### src/rtl/flag_window_stats.sv
// flag_window_stats: counts occurrences of four nibble-classifier flags over a
// window of WINDOW accepted samples, then presents the counts as a report
// held under a valid/ready handshake.
module flag_window_stats #(
    parameter int unsigned WINDOW = 16,
    parameter int unsigned CW     = 8
) (
    input  logic          clk,
    input  logic          rst_n,
    input  logic          start,
    input  logic          abort,
    input  logic          in_valid,
    input  logic          flag_even,
    input  logic          flag_odd,
    input  logic          flag_zero,
    input  logic          flag_ones,
    output logic [CW-1:0] cnt_even,
    output logic [CW-1:0] cnt_odd,
    output logic [CW-1:0] cnt_zero,
    output logic [CW-1:0] cnt_ones,
    output logic          rpt_valid,
    input  logic          rpt_ready,
    output logic          busy
);

    // Sample counter is sized for the largest legal window (255).
    localparam int unsigned SW = 8;

    localparam logic [1:0] S_IDLE    = 2'd0;
    localparam logic [1:0] S_COLLECT = 2'd1;
    localparam logic [1:0] S_REPORT  = 2'd2;

    localparam logic [SW-1:0] LAST_IDX = SW'(WINDOW - 1);
    localparam logic [CW-1:0] CNT_MAX  = {CW{1'b1}};

    logic [1:0]    state;
    logic [1:0]    state_nxt;
    logic [SW-1:0] sample_cnt;
    logic [SW-1:0] sample_nxt;
    logic [CW-1:0] even_nxt;
    logic [CW-1:0] odd_nxt;
    logic [CW-1:0] zero_nxt;
    logic [CW-1:0] ones_nxt;
    logic          rpt_valid_nxt;
    logic          busy_nxt;

    // Saturating increment: a count that reaches its maximum stays there.
    function automatic logic [CW-1:0] sat_inc(input logic [CW-1:0] v, input logic f);
        return (f && (v != CNT_MAX)) ? v + CW'(1) : v;
    endfunction

    // Next-state, counter and output-flag logic.
    always_comb begin
        state_nxt  = state;
        sample_nxt = sample_cnt;
        even_nxt   = cnt_even;
        odd_nxt    = cnt_odd;
        zero_nxt   = cnt_zero;
        ones_nxt   = cnt_ones;

        case (state)
            S_IDLE: begin
                // abort has no effect here, so start alone decides.
                if (start) begin
                    state_nxt  = S_COLLECT;
                    sample_nxt = '0;
                    even_nxt   = '0;
                    odd_nxt    = '0;
                    zero_nxt   = '0;
                    ones_nxt   = '0;
                end
            end
            S_COLLECT: begin
                if (abort) begin
                    state_nxt  = S_IDLE;
                    sample_nxt = '0;
                    even_nxt   = '0;
                    odd_nxt    = '0;
                    zero_nxt   = '0;
                    ones_nxt   = '0;
                end else if (in_valid) begin
                    sample_nxt = sample_cnt + SW'(1);
                    even_nxt   = sat_inc(cnt_even, flag_even);
                    odd_nxt    = sat_inc(cnt_odd,  flag_odd);
                    zero_nxt   = sat_inc(cnt_zero, flag_zero);
                    ones_nxt   = sat_inc(cnt_ones, flag_ones);
                    if (sample_cnt == LAST_IDX) begin
                        state_nxt = S_REPORT;
                    end
                end
            end
            S_REPORT: begin
                if (abort) begin
                    state_nxt  = S_IDLE;
                    sample_nxt = '0;
                    even_nxt   = '0;
                    odd_nxt    = '0;
                    zero_nxt   = '0;
                    ones_nxt   = '0;
                end else if (rpt_ready) begin
                    state_nxt = S_IDLE;
                end
            end
            default: begin
                state_nxt = S_IDLE;
            end
        endcase

        rpt_valid_nxt = (state_nxt == S_REPORT);
        busy_nxt      = (state_nxt != S_IDLE);
    end

    // State, counters and registered status outputs.
    always_ff @(posedge clk or negedge rst_n) begin
        if (!rst_n) begin
            state      <= S_IDLE;
            sample_cnt <= '0;
            cnt_even   <= '0;
            cnt_odd    <= '0;
            cnt_zero   <= '0;
            cnt_ones   <= '0;
            rpt_valid  <= 1'b0;
            busy       <= 1'b0;
        end else begin
            state      <= state_nxt;
            sample_cnt <= sample_nxt;
            cnt_even   <= even_nxt;
            cnt_odd    <= odd_nxt;
            cnt_zero   <= zero_nxt;
            cnt_ones   <= ones_nxt;
            rpt_valid  <= rpt_valid_nxt;
            busy       <= busy_nxt;
        end
    end

endmodule

### config.mk
export PLATFORM = sky130hd
export DESIGN_NAME = flag_window_stats
export DESIGN_NICKNAME = d
export VERILOG_FILES = /design/src/rtl/flag_window_stats.sv
export SDC_FILE = /design/constraint.sdc
export NUM_CORES = 1
export LEC_CHECK = 0
export ABC_CLOCK_PERIOD_IN_PS = 2250
export CAP_MARGIN = 20
export CORE_ASPECT_RATIO = 0.8
export CORE_MARGIN = 2
export CORE_UTILIZATION = 25
export CTS_BUF_LIST = sky130_fd_sc_hd__clkbuf_8
export CTS_CLUSTER_DIAMETER = 40
export CTS_CLUSTER_SIZE = 20
export DETAILED_ROUTE_END_ITERATION = 7
export HOLD_SLACK_MARGIN = 0.05
export PLACE_DENSITY = 0.45
export RECOVER_POWER = 25
export SLEW_MARGIN = 20
export SYNTH_ARGS = -nofsm -noshare
export SYNTH_HDL_FRONTEND = slang
export SYNTH_SLANG_ARGS = --single-unit
### constraint.sdc
create_clock -name clk -period 2.25 [get_ports clk]
set_clock_uncertainty 0.2 [all_clocks]
set_input_delay 0.675 -clock clk [delete_from_list [all_inputs] [get_ports clk]]
set_output_delay 0.675 -clock clk [all_outputs]
set_load 0.02 [all_outputs]
* After elaboration in Yosys (flattened, before gate mapping) *
Cells that the tools add are included.

cells by class
  reduce and logical (&&, ||, !) cells = 12
  mux-type cells = 28
  $add $sub $neg = 5
  equal/unequal tests = 15

operators with widths
  kind                                                             number
  8-bit two-way mux                                                16
  8-bit one-hot mux with 3 select lines                            5
  8-bit by 1-bit adder with 8-bit output, second input constant    5
  8-bit != test, second input constant                             4
  5-bit AND reduction                                              4
  3-bit != test, second input constant                             5
  2-bit two-way mux                                                6
  8-bit by 4-bit == test with 1-bit output, second input constant  1
  2-bit one-hot mux with 3 select lines                            1
  2-bit == test, second input constant                             2
  1-bit logical AND                                                4
  2-bit != test, second input constant                             2
  4-bit AND reduction                                              1
  3-bit nonzero test                                               1
  2-bit by 1-bit == test with 1-bit output, second input constant  1
  2-bit logical NOT                                                1
  2-bit nonzero test                                               1

storage, ports and cells
  bits of input ports = 10
  flip-flop bits (word level) = 44

* Depth between registers and ports, before layout *
  word-level depth = 6
  gate-level depth with buffers = 7
  mapped depth without buffers = 6

* Worst setup path after synthesis *
OpenSTA, ideal clock, no wires.

  path kind = reg-to-reg
  from = register cnt_ones[0]
  to = register cnt_ones[6]
  cell stages (with the launch flop) = 7
  data required time = 1.981 ns
  path slack = 0.264 ns
  buffers on the path = 0
  data arrival time = 1.718 ns
  cells stage by stage = dfrtp_1 -> ha_1 -> nand2_1 -> o31a_1 -> nand3_1 -> or4_1 -> nand3_1

between the ends
  longest elaborated chain between the ends = 5
  elaborated cells on any way between the ends = 9

RTL lines
  what                                    RTL line  RTL
  start: declaration                      20        output logic [CW-1:0] cnt_ones,
  start signal: assignment                130       cnt_ones <= ones_nxt;
  8-bit by 1-bit adder with 8-bit output  49        return (f && (v != CNT_MAX)) ? v + CW'(1) : v;
  8-bit two-way mux                       49
  8-bit two-way mux                       81        end else if (in_valid) begin
  8-bit two-way mux                       74        if (abort) begin
  8-bit one-hot mux with 3 select lines   61        case (state)

Parallel ways exist; a longest one is shown, timed or not. The select of a mux whose other input is x is not followed.
A chain may end at the register's enable or synchronous reset.

* Worst setup path after layout *
  from = register cnt_odd[1]
  to = output port cnt_odd[1]

RTL lines
  what                      RTL line  RTL
  start: declaration        18        output logic [CW-1:0] cnt_odd,
  start signal: assignment  128       cnt_odd <= odd_nxt;

No word-level cell between the ends.

==> impl_results.md <==
* Crit-path slowest cell: clkdlybuf4s50_1
* Final Setup Violations at 0
* Design Area, Final at 3308 µm²
* Area grow syn2layout at 34.49%
* HPWL after detailed placement at 4.564 mm
* Peak VDD IR at 0.1971 mV
* Kind of critical path: flip-flop to output port
* Worst path bufs/invs at 1
* Mean Syn Cell Area at 9.425 µm²
* CP Max Fanout at 5
* CTS tree: built
* Fin crit period at 2202 ps
* Slew @ Worst Pin at 816.1 ps
* Synth unique cells at 47
* Hold Crit Class: input pin to asynchronous set/reset pin
* Clock power share at 0.289
* Clk root buf: clkbuf_8
* Crit-path max cell delay at 630 ps
* Worst-path cell chain: clkdlybuf4s50_1
* Total number of vias at 2159
* Synth area leaders: dfrtp_1, nand2_1, nand3_1
* CTS Buf Count at 5
* Cell Area, Placed at 3191 µm²
* Status: finished, final reports clean
* Internal power at 1.163 mW
* Mapped Nets at 276
* CP required at 1370 ps
* Seq cells post-synth at 44
* Crit. End Element: output port
* Die extent in x at 114.9 µm
* Fin Hold WS at 241.7 ps
* Antenna-violating nets left at 0
* Routed wire length at 6.188 mm
* Clk slew on worst S/H paths at 90 ps
* Critical Path AT at 1330 ps
* Combinational Power Share at 0.194
* First-pass GRT wire length at 10.10 mm
* H-tree lvl count at 2
* Vias in the first global route at 2022
* Relative slew margins at 0.4559
* Yosys warning count at 0
* Psw at 0.4563 mW
* Period Utilization, post-route at 0.9787
* Detailed Route Iter0 Violations at 113
* Die Height at 92.72 µm
* Largest net degree at the start of global routing at 31
* Post-synth ARST share at 1.000
* N_diodes at 0
* RD Place Congestion at 0.7686
* Register area share after synthesis at 0.4476
* Port Buffers at 43
* Io pins at 44
* Switch share at 0.2818
* # DRC at 0
* Max Cap Viol at 0
* Tot GR Track Use at 0.1196
* Die Area at 10650 µm²
* Top-area cell type share of the netlist area at 0.4476
* Main synth FF type: dfrtp_1
* CTS Hold Bufs at 0
* DR WL/cell at 13.72 µm
* Initial Util at 0.2560
* Cell Rows at 32
* Share of layout cells above drive strength 1 at 0.1506
* Vias/cell at 4.787
* Cells after Synth at 261
* Power density cells at 489.5 nW/µm²
* Dominant cell type by area after synthesis: dfrtp_1
* Post-synth EDFFs at 0
* Slew Limit Fails at 0
* Crit-path leading delay family: buffers and inverters
* Final hold violations at 0
* Clock network latency to the later pin of the worst-skew pair at 290 ps
* Cell leakage power at 1.679 nW
* Cell area after synthesis at 2460 µm²
* Grt total ovfl at 0
* Startpoint Class: flip-flop
* Power Total at 1.619 mW
* Reg power frac at 0.517
* Core Area at 9609 µm²
* Worst-case clock buffer depth at 2
* Initial antenna violation count at 0
* RSZ-0062 raised after global routing: no
* Fmax at 454.1 MHz
* 1st-pass router iterations at 4
* Clock sink count at 44
* Fin nets at 347
-- cell families (layout without fill, tap and decap cells) --
kind of cell | after synthesis | count (layout) | synth area share
AND/OR/NAND/NOR | 125 | 125 | 0.2645
buffers and inverters | 11 | 82 | 0.02746
adder cells (fa/ha/maj) | 5 | 5 | 0.02543
multiplexers | 3 | 3 | 0.01322
flip-flops | 44 | 44 | 0.4476
XOR/XNOR | 7 | 7 | 0.02492
AO/OA/AOI/OAI | 66 | 66 | 0.1969
-- worst register-to-register path: stages, from the launching register on --
cell	delay, ps
dfrtp_1	540
xor2_1	240
a21o_2	300
buf_4	180
or4_1	490
nand2_1	70
-- through the flow --
stage	utilization	worst slack, ps	std cells	TNS [ps]
5_1_grt	0.3443	0.1886	451	0
3_3_place_gp	0.3320	-418.0	441	-11270
3_5_place_dp	0.3320	-396.5	441	-11120
4_1_cts	0.3411	0.1892	450	0
6_report	0.3443	47.93	451	0
2_1_floorplan	-	263.5	261	0
-- worst paths after layout --
kind,start,endpoint,slack (ps),cells past startpoint
min,rst_n,cnt_even[4]$_DFFE_PN0P_,240,1
max reg2reg,state[0]$_DFF_PN0_,cnt_even[7]$_DFFE_PN0P_,180,5
max in group asynchronous,rst_n,cnt_ones[2]$_DFFE_PN0P_,350,2
max,cnt_odd[1]$_DFFE_PN0P_,cnt_odd[1],50,1
min reg2reg,sample_cnt[1]$_DFFE_PN0P_,sample_cnt[1]$_DFFE_PN0P_,340,2
min in group clk,sample_cnt[1]$_DFFE_PN0P_,sample_cnt[1]$_DFFE_PN0P_,340,2
-- synthesized netlist by cell type (3+ instances only) --
library cell,number
a21oi_1,7
a22o_1,8
o21ai_0,19
nand3_1,23
nand4_1,7
and2_1,3
nand2_1,34
nor3_1,10
buf_6,3
and3_1,4
dfrtp_1,44
ha_1,5
o21ai_1,5
or4_1,3
nor2_1,22
buf_2,3
inv_1,5
o211ai_1,3
a21o_1,4
o21a_1,4
xor2_1,7
or3_1,5
-- registers in the layout, indices dropped and copies added, names as in the netlist --
signal      flops
cnt_even        8
cnt_odd         8
cnt_ones        8
cnt_zero        8
sample_cnt      8
state           2
busy            1
rpt_valid       1
-- power by group through the flow --
stage | clock, mW | combinational, mW | sequential (mW)
finish | 0.468 | 0.314 | 0.837
global route | 0.526 | 0.350 | 0.841
CTS | 0.496 | 0.322 | 0.838
detailed placement | 0 | 0.316 | 0.853
global placement | 0 | 0.315 | 0.852
floorplan | 0 | 0.157 | 0.857
-- layout make-up --
cell class              instances  area (µm²)
repair buffers                 70       660.6
fillers                       989        6301
clock buffers                   5       68.82
flip-flops and latches         44        1101
well taps                     119       148.9
clock inverters                 2       8.758
inverters                       5       18.77
multi-input cells             206        1301
-- routing by layer --
| metal | part of all wire | vias to the layer above | global-route usage |
|---|---|---|---|
| met3 | 0.044 | 2 | 0.02749 |
| met5 | 0 | - | 0 |
| met1 | 0.53 | 1015 | 0.1784 |
| li1 | - | 1094 | - |
| met2 | 0.42 | 48 | 0.1711 |
| met4 | 0.0058 | 0 | 0.03313 |
-- placed cells by master (no fill, tap or decap), drive strengths merged, types with 2 or more instances in the layout --
cell type,count
dfrtp,44
nand3,23
dlygate4sd2,15
clkdlybuf4s50,15
nand2b,2
a21oi,8
xor2,7
nand2,36
or4,3
nor3b,3
inv,6
nor2b,3
nand4,7
a22o,8
a21o,4
o21a,4
nor2,23
a311oi,2
or3,5
o21ai,24
clkbuf,7
buf,26
o41ai,2
dlymetal6s2s,12
a31oi,4
nor3,11
and2,3
and3,4
mux2,2
o21bai,2
ha,5
o211ai,3
-- what timing repair did --
item	CTS	global route
endpoints found under the setup margin	26	15
buffers inserted	2	1
cloned	0	0
endpoints found under the hold margin	0	0
resized for setup	16	14
pin swaps	1	1
No activity file was read; power rests on OpenSTA's default activity.
